## config.mk

```make
export PLATFORM = sky130hd
export DESIGN_NAME = uart_txrx
export DESIGN_NICKNAME = d
export VERILOG_FILES = /design/src/rtl/uart_txrx.sv
export SDC_FILE = /design/constraint.sdc
export NUM_CORES = 1
export LEC_CHECK = 0
export ABC_AREA = 1
export ABC_CLOCK_PERIOD_IN_PS = 2510
export BUFFER_PORTS_ARGS = -buffer_cell sky130_fd_sc_hd__buf_2
export CAP_MARGIN = 20
export CORE_ASPECT_RATIO = 0.8
export CORE_MARGIN = 2
export CORE_UTILIZATION = 60
export DETAILED_ROUTE_END_ITERATION = 6
export PLACE_DENSITY = 0.81
export SYNTH_ARGS = -nofsm -noshare
export SYNTH_HDL_FRONTEND = slang
export SYNTH_SLANG_ARGS = --single-unit
export TNS_END_PERCENT = 30
```

## constraint.sdc

```tcl
create_clock -name clk -period 2.51 [get_ports clk]
set_input_delay 0.1255 -clock clk [delete_from_list [all_inputs] [get_ports clk]]
set_output_delay 0.1255 -clock clk [all_outputs]
set_load 0.1 [all_outputs]
```

## src/rtl/uart_txrx.sv

```systemverilog
// Full-duplex 8N1 UART: independent transmitter and receiver sharing one clock.
// RX is resynchronized and sampled mid-bit using a half-period initial count.
module uart_txrx #(
    parameter int BAUD_DIV = 2604
) (
    input  logic       clk,
    input  logic       rst_n,
    input  logic       trmt,
    input  logic [7:0] tx_data,
    output logic       TX,
    output logic       tx_done,
    input  logic       RX,
    input  logic       clr_rdy,
    output logic       rdy,
    output logic [7:0] rx_data
);

    localparam int CW = $clog2(BAUD_DIV);

    typedef enum logic {TX_IDLE, TX_XMIT} tx_state_t;
    typedef enum logic {RX_IDLE, RX_RECV} rx_state_t;

    tx_state_t r_tx_state;
    tx_state_t w_tx_next;
    logic [9:0]    r_tx_shift;
    logic [CW-1:0] r_tx_baud;
    logic [3:0]    r_tx_bits;
    logic          r_tx_done;
    logic          w_tx_load;
    logic          w_tx_bit_end;
    logic          w_tx_last;

    assign w_tx_bit_end = (r_tx_baud == CW'(BAUD_DIV - 1));
    assign w_tx_last    = w_tx_bit_end && (r_tx_bits == 4'd9);

    always_ff @(posedge clk or negedge rst_n) begin
        if (!rst_n) r_tx_state <= TX_IDLE;
        else        r_tx_state <= w_tx_next;
    end

    always_comb begin
        w_tx_next = r_tx_state;
        w_tx_load = 1'b0;
        unique case (r_tx_state)
            TX_IDLE: begin
                if (trmt) begin
                    w_tx_next = TX_XMIT;
                    w_tx_load = 1'b1;
                end
            end
            TX_XMIT: begin
                if (w_tx_last) w_tx_next = TX_IDLE;
            end
        endcase
    end

    // Idle shift register is all ones, so TX (its LSB) idles high.
    always_ff @(posedge clk or negedge rst_n) begin
        if (!rst_n) begin
            r_tx_shift <= '1;
            r_tx_baud  <= '0;
            r_tx_bits  <= '0;
            r_tx_done  <= 1'b0;
        end else if (w_tx_load) begin
            r_tx_shift <= {1'b1, tx_data, 1'b0};
            r_tx_baud  <= '0;
            r_tx_bits  <= '0;
            r_tx_done  <= 1'b0;
        end else if (r_tx_state == TX_XMIT) begin
            if (w_tx_bit_end) begin
                r_tx_baud  <= '0;
                r_tx_shift <= {1'b1, r_tx_shift[9:1]};
                r_tx_bits  <= r_tx_bits + 4'd1;
                if (w_tx_last) r_tx_done <= 1'b1;
            end else begin
                r_tx_baud <= r_tx_baud + CW'(1);
            end
        end
    end

    assign TX      = r_tx_shift[0];
    assign tx_done = r_tx_done;

    rx_state_t r_rx_state;
    rx_state_t w_rx_next;
    logic          r_rx_s1;
    logic          r_rx_s2;
    logic [CW-1:0] r_rx_baud;
    logic [3:0]    r_rx_bits;
    logic [7:0]    r_rx_shift;
    logic [7:0]    r_rx_data;
    logic          r_rdy;
    logic          w_rx_start;
    logic          w_rx_samp;
    logic          w_rx_stop;
    logic          w_rx_data_bit;

    always_ff @(posedge clk or negedge rst_n) begin
        if (!rst_n) begin
            r_rx_s1 <= 1'b1;
            r_rx_s2 <= 1'b1;
        end else begin
            r_rx_s1 <= RX;
            r_rx_s2 <= r_rx_s1;
        end
    end

    assign w_rx_start    = (r_rx_state == RX_IDLE) && !r_rx_s2;
    assign w_rx_samp     = (r_rx_state == RX_RECV) && (r_rx_baud == '0);
    assign w_rx_stop     = w_rx_samp && (r_rx_bits == 4'd9);
    assign w_rx_data_bit = (r_rx_bits != 4'd0) && (r_rx_bits != 4'd9);

    always_ff @(posedge clk or negedge rst_n) begin
        if (!rst_n) r_rx_state <= RX_IDLE;
        else        r_rx_state <= w_rx_next;
    end

    always_comb begin
        w_rx_next = r_rx_state;
        unique case (r_rx_state)
            RX_IDLE: begin
                if (!r_rx_s2) w_rx_next = RX_RECV;
            end
            RX_RECV: begin
                if (w_rx_stop) w_rx_next = RX_IDLE;
            end
        endcase
    end

    always_ff @(posedge clk or negedge rst_n) begin
        if (!rst_n) begin
            r_rx_baud  <= '0;
            r_rx_bits  <= '0;
            r_rx_shift <= '0;
            r_rx_data  <= '0;
        end else if (w_rx_start) begin
            r_rx_baud <= CW'(BAUD_DIV / 2);
            r_rx_bits <= '0;
        end else if (w_rx_samp) begin
            r_rx_baud <= CW'(BAUD_DIV - 1);
            r_rx_bits <= r_rx_bits + 4'd1;
            if (w_rx_data_bit) r_rx_shift <= {r_rx_s2, r_rx_shift[7:1]};
            if (w_rx_stop)     r_rx_data  <= r_rx_shift;
        end else if (r_rx_state == RX_RECV) begin
            r_rx_baud <= r_rx_baud - CW'(1);
        end
    end

    // Setting rdy takes priority over a simultaneous clear.
    always_ff @(posedge clk or negedge rst_n) begin
        if (!rst_n)                     r_rdy <= 1'b0;
        else if (w_rx_stop)             r_rdy <= 1'b1;
        else if (clr_rdy || w_rx_start) r_rdy <= 1'b0;
    end

    assign rdy     = r_rdy;
    assign rx_data = r_rx_data;

endmodule

```

==> key figures, run 1 <==
Logic synthesis
  – Average size of a mapped cell: 8.10 sq um
  – Count leader, synth: nand2_1
  – Dominant cells by area after synthesis: dfrtp_1 (40%), nand2_1 (14%), dfstp_2 (8.8%)
  – Mapped Cells: 404
  – Cell taking the most area after synthesis: dfrtp_1
  – Top post-synthesis cells by count: nand2_1 (118), dfrtp_1 (52), inv_1 (52)
  – EDFF count, synth: 0
  – Synth unique cells: 31
  – Mapped cell area: 3270 sq um
  – Post-synthesis sequential area ratio: 0.486
  – Top cell type's share of synthesized area: 0.398
  – Syn nets: 425
  – #FFs+latches synth: 63
  – FFs w/ async S/R, synth: 1.00
  – Synth warnings: 0
  – Post-synth top flop: dfrtp_1

Timing
  – Fin. max-slew vios: 0
  – Rel. slew slack: 0.526
  – Final hold violation count: 0
  – Worst-margin pin slew: 710 ps
  – RSZ-0062 raised after global routing: no
  – Crit path time final: 1790 ps
  – Setup TNS Final: 0 ps
  – Highest clock rate: 558 MHz
  – Count of final setup violators: 0
  – Clock Skew: 12.9 ps
  – Crit share post-route: 0.714

Worst setup path
  – Critical path required time: 2730 ps
  – Slowest-stage cell, CP: dfrtp_1
  – Critical Path Start Type: flop
  – CP Data Arrival Time: 2010 ps
  – Sequence of cells on the critical path: nand3_1, nor2_2, nand4_2, nand2_1, o21ai_2
  – Worst r2r path cells: 5
  – Crit. End Element: flop
  – WS Path Type: flop to flop
  – Worst r2r src: r_rx_state$_DFF_PN0_
  – RR Endpoint: r_rx_shift[0]$_DFFE_PN0P_
  – Setup slack on the worst flop-to-flop path: 720 ps
  – CP Max Fanout: 16
  – Worst stage delay on the critical path: 580 ps

Global routing
  – Number of global-route vias before repair: 2609
  – First-pass GRT wire length: 11.7 mm
  – Total GRT Usage: 0.246
  – Initial antenna violation count: 0
  – Largest net degree at the start of global routing: 33
  – Grt ovf: 0

Final layout
  – Nets: 457
  – Layout Utilization: 0.692
  – Synth-to-layout area growth: 13.1%
  – Cell area after layout: 3700 sq um
  – Share of layout cells above drive strength 1: 0.186
  – Antenna cells: 0

Min path
  – Hold endpoint: rdy$_DFFE_PN0P_
  – Worst Hold Class: input port to flop
  – Hold path cells: 3
  – Hold_sp: clr_rdy

CTS
  – Clock buffer count from CTS: 9
  – Clock latency on the worst-skew pair: 350 ps
  – CTS Root Cell: clkbuf_8
  – CTS tree: built
  – CTS Sinks: 63
  – Clk slew on worst S/H paths: 70 ps
  – CTS max path bufs: 2
  – Setup bufs post-CTS: 0
  – H-tree levels: 3

Place
  – Port bufs: 23
  – Gpl congestion: 0.983
  – Placed Instance Area: 3440 sq um
  – Post-DP HPWL: 4.40 mm

Drt
  – Drt pass-1 iters: 5
  – WL per Instance: 12.9 um
  – Routed vias: 2700
  – DRC violations left: 0
  – Vias per cell: 5.34
  – Initial DRC count: 185
  – ANT nets after route: 0
  – Final WL: 6.51 mm

Floorplan
  – Full die area: 6070 sq um
  – Core Area: 5350 sq um
  – FP Rows: 24
  – Die H: 70.1 um
  – I/O pin cnt: 24
  – Initial Util: 0.612
  – Die Width: 86.6 um

Pwr
  – P_leak: 1.91 nW
  – Pwr dens: 686 nW/um^2
  – Maximum vdd ir drop: 487 uV

Status
  – Outcome: finished clean

Flow run
  – MaxCap Viol Count: 0
state kept, by name, indices dropped and copies added (netlist names), 4 cells and up:
signal      flops
r_tx_bits       4
r_tx_baud      12
r_rx_baud      12
r_rx_shift      8
r_rx_bits       4
rx_data         8
r_tx_shift      9
logic make-up after synthesis:
| group | synth area share |
|---|---|
| DFF | 0.486 |
| adders and majority gates | 0.0306 |
| and+or+nand+nor | 0.295 |
| buffers and inverters | 0.0814 |
| AOI/OAI and AO/OA | 0.0879 |
| xor gates and xnor gates | 0.0187 |
cells in the final DEF, fill, tap and decap left out, types with 2 or more instances in the layout:
cell / count
nor2_2: 4
buf_2: 23
inv_2: 2
nor3_1: 6
nand3_1: 44
inv_1: 52
nand2_4: 2
xor2_1: 7
nand2_1: 118
dlygate4sd3_1: 3
clkinv_4: 3
dfrtp_1: 52
nand2_2: 3
bufinv_16: 2
dfstp_2: 11
clkbuf_8: 10
nand4_1: 6
o21ai_0: 16
ha_1: 8
nor2_1: 32
o21ai_2: 15
nor2_4: 2
a21oi_1: 8
stage by stage:
| stage | hold WS, ps | power [mW] | instances | setup WS (ps) |
|---|---|---|---|---|
| global route | 51.4 | 2.66 | 506 | 578 |
| CTS | 12.0 | 2.55 | 506 | 732 |
| detailed placement | 232 | 1.54 | 487 | 738 |
| global placement | 220 | 1.53 | 487 | 800 |
| finish | 25.7 | 2.54 | 506 | 719 |
| floorplan | -170 | 1.44 | 404 | 1070 |
cell type report:
class | count | area, sq um
Clock buffer | 10 | 138
Clock inverter | 6 | 91.3
Fill cell | 433 | 1640
Inverter | 55 | 211
Multi-Input combinational cell | 279 | 1420
Sequential cell | 63 | 1590
Tap cell | 65 | 81.3
Timing Repair Buffer | 28 | 173
worst max-delay path by stage:
stage | from | end | slack [ps] | depth (start not counted)
floorplan | r_rx_baud[0]$_DFFE_PN0P_ | rx_data[0]$_DFFE_PN0P_ | 1070 | 10
global placement | r_rx_state$_DFF_PN0_ | r_rx_shift[6]$_DFFE_PN0P_ | 800 | 5
detailed placement | r_rx_state$_DFF_PN0_ | r_rx_shift[6]$_DFFE_PN0P_ | 740 | 5
CTS | r_rx_state$_DFF_PN0_ | r_rx_shift[6]$_DFFE_PN0P_ | 730 | 5
global route | r_tx_baud[0]$_DFFE_PN0P_ | r_tx_shift[1]$_DFFE_PN1P_ | 580 | 7
finish | r_rx_state$_DFF_PN0_ | r_rx_shift[0]$_DFFE_PN0P_ | 720 | 5
power breakdown:
| group | internal [mW] | switching (mW) |
|---|---|---|
| clock | 0.591 | 0.415 |
| combinational | 0.115 | 0.220 |
| sequential | 1.11 | 0.0854 |
| total | 1.82 | 0.720 |
metal layers:
metal	wire length, um	part of all wire	track usage	up-vias
met1	3020	0.46	0.349	1249
met2	2960	0.45	0.358	84
li1	-	-	-	1353
met3	422	0.065	0.0757	14
met4	108	0.017	0.0920	0
met5	0	0	0	-
timing repair:
| item | CTS | global route |
|---|---|---|
| gates resized for setup | 0 | 0 |
| endpoints found under the hold margin | 31 | 0 |
| hold buffers | 3 | 0 |
worst max-delay path: cells and delay by family (launching register included):
family	cells	cell delay, ps
AOI/OAI and AO/OA	1	70
DFF	1	580
and+or+nand+nor	4	1010
No activity file was read; power rests on OpenSTA's default activity.
==> run 2, diff against run 1 <==
--- a/config.mk
+++ b/config.mk
@@ -6,14 +6,14 @@
 export NUM_CORES = 1
 export LEC_CHECK = 0
 export ABC_AREA = 1
-export ABC_CLOCK_PERIOD_IN_PS = 2510
+export ABC_CLOCK_PERIOD_IN_PS = 1550
 export BUFFER_PORTS_ARGS = -buffer_cell sky130_fd_sc_hd__buf_2
 export CAP_MARGIN = 20
 export CORE_ASPECT_RATIO = 0.8
 export CORE_MARGIN = 2
-export CORE_UTILIZATION = 60
+export CORE_UTILIZATION = 54
 export DETAILED_ROUTE_END_ITERATION = 6
-export PLACE_DENSITY = 0.81
+export PLACE_DENSITY = 0.78
 export SYNTH_ARGS = -nofsm -noshare
 export SYNTH_HDL_FRONTEND = slang
 export SYNTH_SLANG_ARGS = --single-unit
==> constraint.sdc (replaced) <==
create_clock -name clk -period 1.55 [get_ports clk]
set_input_delay 0.0775 -clock clk [delete_from_list [all_inputs] [get_ports clk]]
set_output_delay 0.0775 -clock clk [all_outputs]
set_load 0.1 [all_outputs]
==> key figures, run 2 (same netlist as run 1, synthesis figures left out) <==
Pwr
  – Pwr dens: 995 nW/um^2 (+45%)
  – Maximum vdd ir drop: 645 uV (+32%)
  – P_leak: 1.97 nW (+3.2%)

Final layout
  – Cell area after layout: 3870 sq um (+4.5%)
  – FILL cells: 503 (+16%)
  – Commonest non-fill, non-tap cell in the layout: nand2_1
  – Synth-to-layout area growth: 18.2%
  – Share of layout cells above drive strength 1: 0.231 (+0.0455)
  – Antenna cells: 0 (unchanged)
  – Most frequent cells in the layout: nand2_1 (115), dfrtp_1 (52), inv_1 (51)
  – Register area: 1590 sq um (unchanged)
  – Nets: 474 (+3.7%)
  – Top flop regs: r_rx_baud (12), r_tx_baud (12), r_tx_shift (9)
  – Multi-input logic area: 1470 sq um (+3.8%)

Place
  – Port bufs: 23 (unchanged)
  – Placed Instance Area: 3540 sq um (+2.9%)
  – Gpl congestion: 0.924 (-6.0%)
  – Post-DP HPWL: 4.62 mm (+4.9%)

Floorplan
  – Full die area: 6700 sq um (+11%)
  – FP Rows: 25 (+4.2%)
  – Die H: 73.6 um (+5.1%)
  – Initial Util: 0.557 (-0.0558)
  – I/O pin cnt: 24 (unchanged)
  – Die Width: 91.0 um (+5.2%)
  – Core Area: 5880 sq um (+10%)

Timing
  – Worst hold slack: 31.7 ps (+5.96 ps)
  – Crit share post-route: 0.965 (+0.252)
  – Worst-margin pin slew: 494 ps (-216 ps)
  – Count of final setup violators: 0 (unchanged)
  – Highest clock rate: 668 MHz (+20%)
  – Rel. slew slack: 0.673 (+0.146)
  – Crit path time final: 1500 ps (-295 ps)
  – Fin. max-slew vios: 0 (unchanged)
  – Final hold violation count: 0 (unchanged)
  – Clock Skew: 8.83 ps (-4.08 ps)

Worst setup path
  – Setup slack on the worst flop-to-flop path: 50 ps (-670 ps)
  – WS Path Type: flop to flop
  – Crit path max-delay family: simple AND/OR/NAND/NOR gates
  – CP Max Fanout: 16 (unchanged)
  – Worst r2r path cells: 8 (+3)
  – Crit path from: r_rx_baud[1]$_DFFE_PN0P_
  – Critical Path Start Type: flop
  – Crit. End Element: flop
  – Crit path depth: 8 (+3)
  – CP Data Arrival Time: 1740 ps (-270 ps)
  – Worst stage delay on the critical path: 400 ps (-180 ps)
  – Slowest-stage cell, CP: dfrtp_1
  – Setup crit end: r_rx_shift[0]$_DFFE_PN0P_
  – RR Endpoint: r_rx_shift[0]$_DFFE_PN0P_
  – Critical path required time: 1790 ps (-940 ps)
  – Buffers & Inverters on Critical Path: 2 (+2)
  – Sequence of cells on the critical path: inv_1, ha_1, nand3_2, nor2_4, nand4_2, buf_12, nand2_1, o21ai_2
  – Worst r2r src: r_rx_baud[1]$_DFFE_PN0P_

Global routing
  – Grt ovf: 0 (unchanged)
  – Total GRT Usage: 0.218 (-0.0287)
  – Number of global-route vias before repair: 2470 (-5.3%)
  – Largest net degree at the start of global routing: 64 (+94%)
  – First-pass GRT wire length: 11.4 mm (-2.5%)
  – Initial antenna violation count: 0 (unchanged)

CTS
  – Clk slew on worst S/H paths: 80 ps (about the same)
  – H-tree levels: 3 (unchanged)
  – CTS Root Cell: clkbuf_8
  – CTS max path bufs: 2 (unchanged)
  – CTS tree: built
  – Clock buffer count from CTS: 9 (unchanged)
  – Clock latency on the worst-skew pair: 350 ps (about the same)
  – CTS Sinks: 63 (unchanged)

Drt
  – WL per Instance: 12.8 um (-0.31%)
  – Initial DRC count: 220 (+19%)
  – Final WL: 6.91 mm (+6.2%)
  – Drt pass-1 iters: 7 (+2)
  – ANT nets after route: 0 (unchanged)
  – Routed vias: 2747 (+1.7%)
  – Vias per cell: 5.10 (-4.5%)
  – DRC violations left: 0 (unchanged)

Status
  – Outcome: finished clean

Flow run
  – MaxCap Viol Count: 0 (unchanged)

Min path
  – Worst Hold Class: input port to flop
==> run 2: cell types whose count changed in the layout (fill, tap and decap cells not counted), moves of 2 or more <==
cell	previous run	this run
buf_4	1	15
nand2_1	118	115
bufinv_16	2	0
clkinvlp_4	0	2
nand2_2	3	5
==> run 2: power by group <==
group | internal (mW) | switching, mW
logic | 0.203 | 0.381
clock network | 0.628 | 0.701
registers | 1.80 | 0.136
==> run 2: metrics by stage <==
step           power (mW)  worst slack [ps]  instances   util  setup TNS [ps]
2_1_floorplan        2.33               106        404      -               0
3_3_place_gp         2.49              77.5        512  0.602               0
3_5_place_dp         2.51             -6.87        512  0.602           -6.87
4_1_cts              3.84              35.7        532  0.643               0
5_1_grt              4.06             -28.2        539  0.658            -251
6_report             3.85              53.7        539  0.658               0
==> run 2: routing by layer <==
metal  share of wire  vias to the layer above  track usage
met5               0                        -            0
met4          0.0088                        0       0.0657
met3           0.045                        9       0.0646
met2            0.46                       59        0.328
met1            0.48                     1291        0.308
li1                -                     1388            -
==> run 2: worst register-to-register path, cell delays in order, from the launching register on <==
cell	delay, ps
dfrtp_1	400
inv_1	80
ha_1	170
nand3_2	100
nor2_4	150
nand4_2	160
buf_12	190
nand2_1	80
o21ai_2	60
==> run 2: repair_timing <==
item	4_1_cts	5_1_grt
hold buffers	4	0
pin swaps	0	1
hold endpoints to repair	55	0
endpoints found under the setup margin	3	37
resized for setup	2	11
gates cloned	0	1
buffers inserted	0	6
==> run 2: worst min-delay path by stage <==
stage	from	endpoint	cells after the start	slack, ps
CTS	tx_data[3]	r_tx_shift[4]$_DFFE_PN1P_	5	30
finish	tx_data[3]	r_tx_shift[4]$_DFFE_PN1P_	5	30
global route	trmt	r_tx_baud[1]$_DFFE_PN0P_	4	40
global placement	rst_n	r_rx_baud[6]$_DFFE_PN0P_	2	120
floorplan	rst_n	r_rx_baud[0]$_DFFE_PN0P_	0	-220
detailed placement	rst_n	r_rx_baud[5]$_DFFE_PN0P_	2	110
==> run 2: layout make-up <==
class | count | share of cell area
flip-flops and latches | 63 | 0.411
multi-input cells | 280 | 0.380
repair buffers | 44 | 0.0796
inverters | 55 | 0.0553
clock buffers | 10 | 0.0356
well taps | 81 | 0.0262
clock inverters | 6 | 0.0120
